### src/rtl/regfile_mult_ctrl_if.sv
// Signal bundle between the multiplier controller and its register file / requester.
// master is the controller's view, slave is the environment's view.
interface regfile_mult_ctrl_if #(
  parameter int N = 4
);
  logic           start;
  logic           mode;
  logic [N-1:0]   x;
  logic [N-1:0]   y;
  logic [N-1:0]   a_bus;
  logic [N-1:0]   b_bus;
  logic [N-1:0]   rf_d;
  logic           rf_da;
  logic           rf_w;
  logic           rf_sa;
  logic           rf_sb;
  logic           rf_rst;
  logic [2*N-1:0] product;
  logic           busy;
  logic           done;

  modport master (
    input  start, mode, x, y, a_bus, b_bus,
    output rf_d, rf_da, rf_w, rf_sa, rf_sb, rf_rst, product, busy, done
  );

  modport slave (
    output start, mode, x, y, a_bus, b_bus,
    input  rf_d, rf_da, rf_w, rf_sa, rf_sb, rf_rst, product, busy, done
  );
endinterface

### src/rtl/regfile_mult_ctrl.sv
// Moore controller: loads X/Y into a two-entry register file, reads both entries
// back onto the A/B buses and registers their full-width unsigned product.
module regfile_mult_ctrl #(
  parameter int N = 4
) (
  input  logic                 clk,
  input  logic                 rst,
  regfile_mult_ctrl_if.master  bus
);

  typedef enum logic [2:0] {
    IDLE  = 3'd0,
    LOAD0 = 3'd1,
    LOAD1 = 3'd2,
    READ  = 3'd3,
    DONE  = 3'd4
  } state_t;

  state_t         state_q;
  state_t         state_d;
  logic [N-1:0]   x_q;
  logic [N-1:0]   y_q;
  logic           mode_q;
  logic [2*N-1:0] product_q;
  logic [2*N-1:0] mult_full;

  // Zero-extend before multiplying so the product keeps all 2N bits.
  assign mult_full = {{N{1'b0}}, bus.a_bus} * {{N{1'b0}}, bus.b_bus};

  always_ff @(posedge clk or negedge rst) begin
    if (!rst) begin
      state_q   <= IDLE;
      x_q       <= '0;
      y_q       <= '0;
      mode_q    <= 1'b0;
      product_q <= '0;
    end else begin
      state_q <= state_d;
      if (state_q == IDLE && bus.start) begin
        x_q    <= bus.x;
        y_q    <= bus.y;
        mode_q <= bus.mode;
      end
      if (state_q == READ) begin
        product_q <= mult_full;
      end
    end
  end

  always_comb begin
    state_d   = state_q;
    bus.rf_w  = 1'b0;
    bus.rf_da = 1'b0;
    bus.rf_sa = 1'b0;
    bus.rf_sb = 1'b0;
    bus.rf_d  = '0;
    bus.done  = 1'b0;
    unique case (state_q)
      IDLE: begin
        if (bus.start) state_d = LOAD0;
      end
      LOAD0: begin
        bus.rf_w  = 1'b1;
        bus.rf_da = 1'b0;
        bus.rf_d  = x_q;
        state_d   = mode_q ? READ : LOAD1;
      end
      LOAD1: begin
        bus.rf_w  = 1'b1;
        bus.rf_da = 1'b1;
        bus.rf_d  = y_q;
        state_d   = READ;
      end
      READ: begin
        // Square mode reads R00 on both buses.
        bus.rf_sa = 1'b0;
        bus.rf_sb = ~mode_q;
        state_d   = DONE;
      end
      DONE: begin
        bus.done = 1'b1;
        state_d  = IDLE;
      end
      default: state_d = IDLE;
    endcase
  end

  assign bus.busy    = (state_q != IDLE);
  assign bus.product = product_q;
  assign bus.rf_rst  = ~rst;

endmodule

### src/flat_wrapper.sv
// flat-port wrapper written by rule: the top's interface ports become plain ports
module regfile_mult_ctrl_flat 
#(
  parameter int N = 4
)
  (clk, rst, bus_start, bus_mode, bus_x, bus_y, bus_a_bus, bus_b_bus, bus_rf_d, bus_rf_da, bus_rf_w, bus_rf_sa, bus_rf_sb, bus_rf_rst, bus_product, bus_busy, bus_done);
  regfile_mult_ctrl_if #(.N(N)) bus_i ();
  input  logic clk;
  input  logic rst;
  input wire logic [$bits(bus_i.start)-1:0] bus_start;
  input wire logic [$bits(bus_i.mode)-1:0] bus_mode;
  input wire logic [$bits(bus_i.x)-1:0] bus_x;
  input wire logic [$bits(bus_i.y)-1:0] bus_y;
  input wire logic [$bits(bus_i.a_bus)-1:0] bus_a_bus;
  input wire logic [$bits(bus_i.b_bus)-1:0] bus_b_bus;
  output wire logic [$bits(bus_i.rf_d)-1:0] bus_rf_d;
  output wire logic [$bits(bus_i.rf_da)-1:0] bus_rf_da;
  output wire logic [$bits(bus_i.rf_w)-1:0] bus_rf_w;
  output wire logic [$bits(bus_i.rf_sa)-1:0] bus_rf_sa;
  output wire logic [$bits(bus_i.rf_sb)-1:0] bus_rf_sb;
  output wire logic [$bits(bus_i.rf_rst)-1:0] bus_rf_rst;
  output wire logic [$bits(bus_i.product)-1:0] bus_product;
  output wire logic [$bits(bus_i.busy)-1:0] bus_busy;
  output wire logic [$bits(bus_i.done)-1:0] bus_done;
  assign bus_i.start = bus_start;
  assign bus_i.mode = bus_mode;
  assign bus_i.x = bus_x;
  assign bus_i.y = bus_y;
  assign bus_i.a_bus = bus_a_bus;
  assign bus_i.b_bus = bus_b_bus;
  assign bus_rf_d = bus_i.rf_d;
  assign bus_rf_da = bus_i.rf_da;
  assign bus_rf_w = bus_i.rf_w;
  assign bus_rf_sa = bus_i.rf_sa;
  assign bus_rf_sb = bus_i.rf_sb;
  assign bus_rf_rst = bus_i.rf_rst;
  assign bus_product = bus_i.product;
  assign bus_busy = bus_i.busy;
  assign bus_done = bus_i.done;
  regfile_mult_ctrl #(.N(N)) u_core (.clk(clk), .rst(rst), .bus(bus_i));
endmodule
### config.mk
export PLATFORM = sky130hd
export DESIGN_NAME = regfile_mult_ctrl_flat
export DESIGN_NICKNAME = d
export VERILOG_FILES = /design/src/rtl/regfile_mult_ctrl_if.sv /design/src/rtl/regfile_mult_ctrl.sv /design/src/flat_wrapper.sv
export SDC_FILE = /design/constraint.sdc
export NUM_CORES = 1
export LEC_CHECK = 0
export BUFFER_PORTS_ARGS = -buffer_cell sky130_fd_sc_hd__buf_2
export CORE_MARGIN = 3
export CORE_UTILIZATION = 50
export DETAILED_ROUTE_END_ITERATION = 8
export MAX_ROUTING_LAYER = met4
export PLACE_DENSITY = 0.86
export SLEW_MARGIN = 30
export SYNTH_ARGS = -nofsm -noshare
export SYNTH_HDL_FRONTEND = slang
export SYNTH_SLANG_ARGS = --single-unit
### constraint.sdc
create_clock -name clk -period 1.7 [get_ports clk]
set_input_delay 0 -clock clk [delete_from_list [all_inputs] [get_ports clk]]
set_output_delay 0 -clock clk [all_outputs]
set_load 0.03 [all_outputs]
**Word-level counts from Yosys, hierarchy flattened**

Index checks and enable logic that the tools add are counted.

- Reductions and logical operators: 4
- Eq/ne operators: 5
- Multipliers: 1
- Bitwise logic cells: 2
- Muxes and demuxes: 8

Operators by type and width:

| cell | number |
|---|---|
| $pmux W3 S4 | 1 |
| $mul A4 B4 Y8 | 1 |
| $pmux W4 S2 | 1 |
| $eq A3 B2 Y1 const B | 2 |
| $mux W1 | 5 |
| $eq A3 B1 Y1 const B | 1 |
| $eq A3 B3 Y1 const B | 1 |
| $logic_not A3 Y1 | 1 |
| $mux W3 | 1 |
| $reduce_bool A3 Y1 | 1 |
| $ne A2 B2 Y1 const B | 1 |
| $not A1 Y1 | 2 |
| $reduce_or A2 Y1 | 1 |
| $logic_and A1 B1 Y1 | 1 |

- Register bits after elaboration: 20
- Output and inout bits: 19

**Longest topological paths before layout**

- Depth in word-level cells: 3
- Gate-level depth with buffers: 10

**Worst setup path after synthesis**

Ideal clock, no wire load.

- Kind: input -> register
- Start: input bus_b_bus[3]
- End: register u_core.product_q[6] (netlist: u_core.bus.product[6])
- Slack: -584 ps
- Cell stages on the path: 10
- Library setup time: 130 ps
- Data arrival time: 2154 ps
- Cells stage by stage: nand2_1 > fa_1 > inv_1 > fa_1 > inv_1 > fa_1 > nand2b_1 > a21oi_1 > xnor2_1 > o21ai_0

- Word-level cells in the longest chain between the ends: 1

Ends and longest elaborated chain:

| what | line | RTL |
|---|---|---|
| start, declared | flat_wrapper.sv:15 | `input wire logic [$bits(bus_i.b_bus)-1:0] bus_b_bus;` |
| $mul A4 B4 Y8 | regfile_mult_ctrl.sv:28 | `assign mult_full = {{N{1'b0}}, bus.a_bus} * {{N{1'b0}}, bus.b_bus};` |
| end signal, assigned | regfile_mult_ctrl.sv:45 | `product_q <= mult_full;` |
| end, declared | regfile_mult_ctrl.sv:24 | `logic [2*N-1:0] product_q;` |

No other way between the ends.
A chain may end at the register's enable or synchronous reset.

**Final worst setup path**

- Start: input bus_a_bus[0]
- End: register u_core.product_q[6] (netlist: u_core.bus.product[6])

- Word-level cells in the longest chain between the ends: 1

Ends and longest elaborated chain:

| what | line | RTL |
|---|---|---|
| start, declared | flat_wrapper.sv:14 | `input wire logic [$bits(bus_i.a_bus)-1:0] bus_a_bus;` |
| $mul A4 B4 Y8 | regfile_mult_ctrl.sv:28 |  |

No other way between the ends.

==> summary.md <==
| Metric | Value |
|---|---|
| WL/cell | `16.3 µm` |
| Max Slew Vio Count | `0` |
| CTS H-tree depth | `1` |
| Multiplexer share of the synthesized area | `0.0794` |
| Register area share after synthesis | `0.392` |
| Global placer's final weighted congestion | `0.824` |
| Die height | `56.5 µm` |
| Die width | `56.5 µm` |
| Fin crit share | `1.18` |
| Met2 usage | `0.424` |
| Cell taking the most area after synthesis | `dfrtp_1` |
| Crit. End Element | `register` |
| Worst min-delay path class | `input port to register` |
| Synth Area in Adders | `0.180` |
| Synthesis-stage register bit count | `20` |
| Reg2reg end | `u_core.x_q[2]` |
| CP Max Fanout | `2` |
| Post-layout min period | `2000 ps` |
| Grt peak-use layer | `met2` |
| CP max-delay cell | `fa_2` |
| CTS tree | `built` |
| Core area | `0.00232 mm²` |
| PnR worst setup slack | `-302 ps` |
| # rows | `17` |
| Nets | `233` |
| CTS Root Cell | `clkbuf_4` |
| Crit path kind | `input port to register` |
| Max VDD drop | `1.25 mV` |
| Setup violators final | `5` |
| Failing checks | `negative setup slack` |
| Worst Hold Path Cells | `5` |
| Critical path, cell by cell | `buf_8 > nand2_4 > fa_2 > inv_2 > fa_1 > inv_2 > fa_2 > nand2b_4 > a21oi_2 > xnor2_1 > o21ai_1` |
| WP data required | `1920 ps` |
| Inserted Clock Buffers | `3` |
| Initial Utilization | `0.550` |
| Combinational family with the most area after synthesis | `simple AND/OR/NAND/NOR gates` |
| Ys Warns | `0` |
| Cell Pwr Density | `1510 mW/mm²` |
| CP peak stage delay | `600 ps` |
| Mapped Avg Cell Area | `9.97 µm²` |
| Clock sink count | `20` |
| DIE AREA | `0.00319 mm²` |
| Crit path launch type | `input port` |
| Antenna violations before repair | `0` |
| Worst clock skew | `20.9 ps` |
| Setup slack, reg-to-reg | `100 ps` |
| WHS | `76.8 ps` |
| Tot GR Track Use | `0.252` |
| Cell area after synthesis | `0.00128 mm²` |
| R2R Path Start | `u_core.state_q[1]` |
| Yosys cell types | `24` |
| Vias | `1,174` |
| Fraction of the mapped netlist area in compound gates | `0.0706` |
| Met1 global-route usage | `0.279` |
| Post-Syn Nets | `164` |
| Reg2Reg Depth | `3` |
| Final hold viol count | `0` |
| Synth top area share | `0.392` |
| Congestion Overflow GR | `0` |
| RSZ-0062 raised after global routing | `yes` |
| DR pass1 iterations | `4` |
| Met3 usage | `0.0460` |
| Share of cells above drive strength 1 | `0.429` |
| Synthesized instance count | `128` |
| HP Start | `bus_start` |
| Max Cap Violations | `0` |
| Leak | `0.983 nW` |
| Total detailed-routing wirelength | `3.65 mm` |
| Pin count of the biggest net entering global routing | `22` |
| P&R area growth vs syn | `47.3%` |
| Iteration-0 DRC Markers | `44` |
| Diodes inserted | `0` |
| Port Buffer Count | `37` |
| Simple-Gate Fraction of Synth Area | `0.210` |
| Synth top area cells | `dfrtp_1 39%, ha_1 12%, mux2_2 7.9%, fa_1 6.3%, and2_1 5.9%` |
| Overall power | `2.84 mW` |
| Hpwl dp | `2.35 mm` |
| Vias in the first global route | `1,180` |
| Outcome | `complete, but fails checks` |
| Post-route antenna net violation count | `0` |
| CP arrival | `2220 ps` |
| Drc violations | `0` |
| First-pass GRT wire length | `5.77 mm` |
| # IOs | `39` |
| Vias/cell | `5.24` |
| Worst-Skew Late Latency | `320 ps` |
| Pre-CTS setup slack | `-692 ps` |
| Post-Synth XOR/XNOR Area | `0.0275` |
| Fmax | `500 MHz` |
| Clock-pin slew on the worst setup and hold paths | `130 ps` |
| WHS Endpoint | `u_core.state_q[0]` |
| Clock Path Buffers | `2` |
==> cell families (layout without fill, tap and decap cells) <==
kind of cell	count (synthesis)	in the layout
simple gates	52	52
fa+ha+maj	16	16
buf+inv	11	79
other cells	1	1
compound gates	15	15
flops	20	20
mux	9	9
xor+xnor	4	4
==> cell usage in the layout, fill, tap and decap left out, types with 2 or more instances in the layout <==
cell type	n
fa_1	2
xnor2_1	3
nand2_1	14
buf_4	19
dlygate4sd3_1	10
inv_2	2
clkbuf_4	3
a22oi_1	4
buf_2	31
dfrtp_1	20
nor3b_1	2
mux2_2	9
buf_6	6
o21ai_0	2
and2_1	12
a21oi_1	2
nor2b_2	2
fa_2	2
ha_1	12
inv_1	6
nor2_1	15
o21ai_1	4
==> metrics by stage <==
stage | cell area (µm²) | std cells | TNS (ps) | util
final | 1880 | 224 | -1060 | 0.811
after detailed placement | 1640 | 207 | -2840 | 0.708
after global placement | 1640 | 207 | -2390 | 0.708
after floorplan | 1310 | 128 | -1130 | -
after CTS | 1870 | 224 | -965 | 0.807
after global routing | 1880 | 224 | -1260 | 0.811
==> final cells by class <==
| type | count | area (µm²) |
|---|---|---|
| tap | 28 | 35.0 |
| sequential | 20 | 500 |
| inverter | 8 | 30.0 |
| timing repair buffer | 67 | 480 |
| clock inverter | 1 | 30.0 |
| multi-input combinational | 97 | 781 |
| fill | 131 | 439 |
| clock buffer | 3 | 22.5 |
==> power breakdown <==
part	internal [mW]	switching [mW]	total, mW	leakage [nW]
combinational	0.608	0.952	1.56	0.709
clock	0.239	0.157	0.396	0.0279
sequential	0.709	0.176	0.885	0.246
==> worst max path at each step <==
stage | cells past startpoint | start | end | slack (ps)
floorplan | 10 | bus_a_bus[2] | u_core.bus.product[6] | -360
detailed placement | 11 | bus_a_bus[2] | u_core.bus.product[6] | -690
CTS | 11 | bus_a_bus[0] | u_core.bus.product[6] | -280
global route | 11 | bus_a_bus[0] | u_core.bus.product[6] | -330
finish | 11 | bus_a_bus[0] | u_core.bus.product[6] | -300
global placement | 11 | bus_a_bus[2] | u_core.bus.product[6] | -570
==> critical path, delay by kind of cell <==
kind	cells	cell delay [ps]
AND/OR/NAND/NOR	2	190
adder cells (fa/ha/maj)	3	1480
buffers and inverters	3	170
AO/OA/AOI/OAI	2	220
XOR/XNOR	1	140
==> Yosys cell counts, drive strengths merged <==
cell	instances
o21ai	6
nand3b	1
xor2	1
conb	1
dfrtp	20
nand2b	1
nor3b	2
nor2	16
xnor2	3
nand2	17
and2	12
buf	3
fa	4
nor2b	2
ha	12
mux2	9
a21oi	3
or3	1
a211oi	1
o31ai	1
inv	8
a22oi	4
==> layer usage <==
metal | vias up | share of wire
met5 | - | 0
met4 | 0 | 0.041
met1 | 565 | 0.39
met3 | 12 | 0.045
li1 | 558 | -
met2 | 39 | 0.52
==> what timing repair did <==
action / 4_1_cts / 5_1_grt
endpoints found under the hold margin: 29 / 0
setup endpoints to repair: 6 / 10
gates resized for setup: 17 / 3
pin swaps: 8 / 1
buffers inserted: 3 / 0
hold buffers: 10 / 0
==> state kept, by name, summed over array words and instances (netlist names) <==
register / cells
u_core.x_q: 4
u_core.mode_q: 1
u_core.bus.product: 8
u_core.state_q: 3
u_core.y_q: 4
Power figures use the tool's default switching activity.
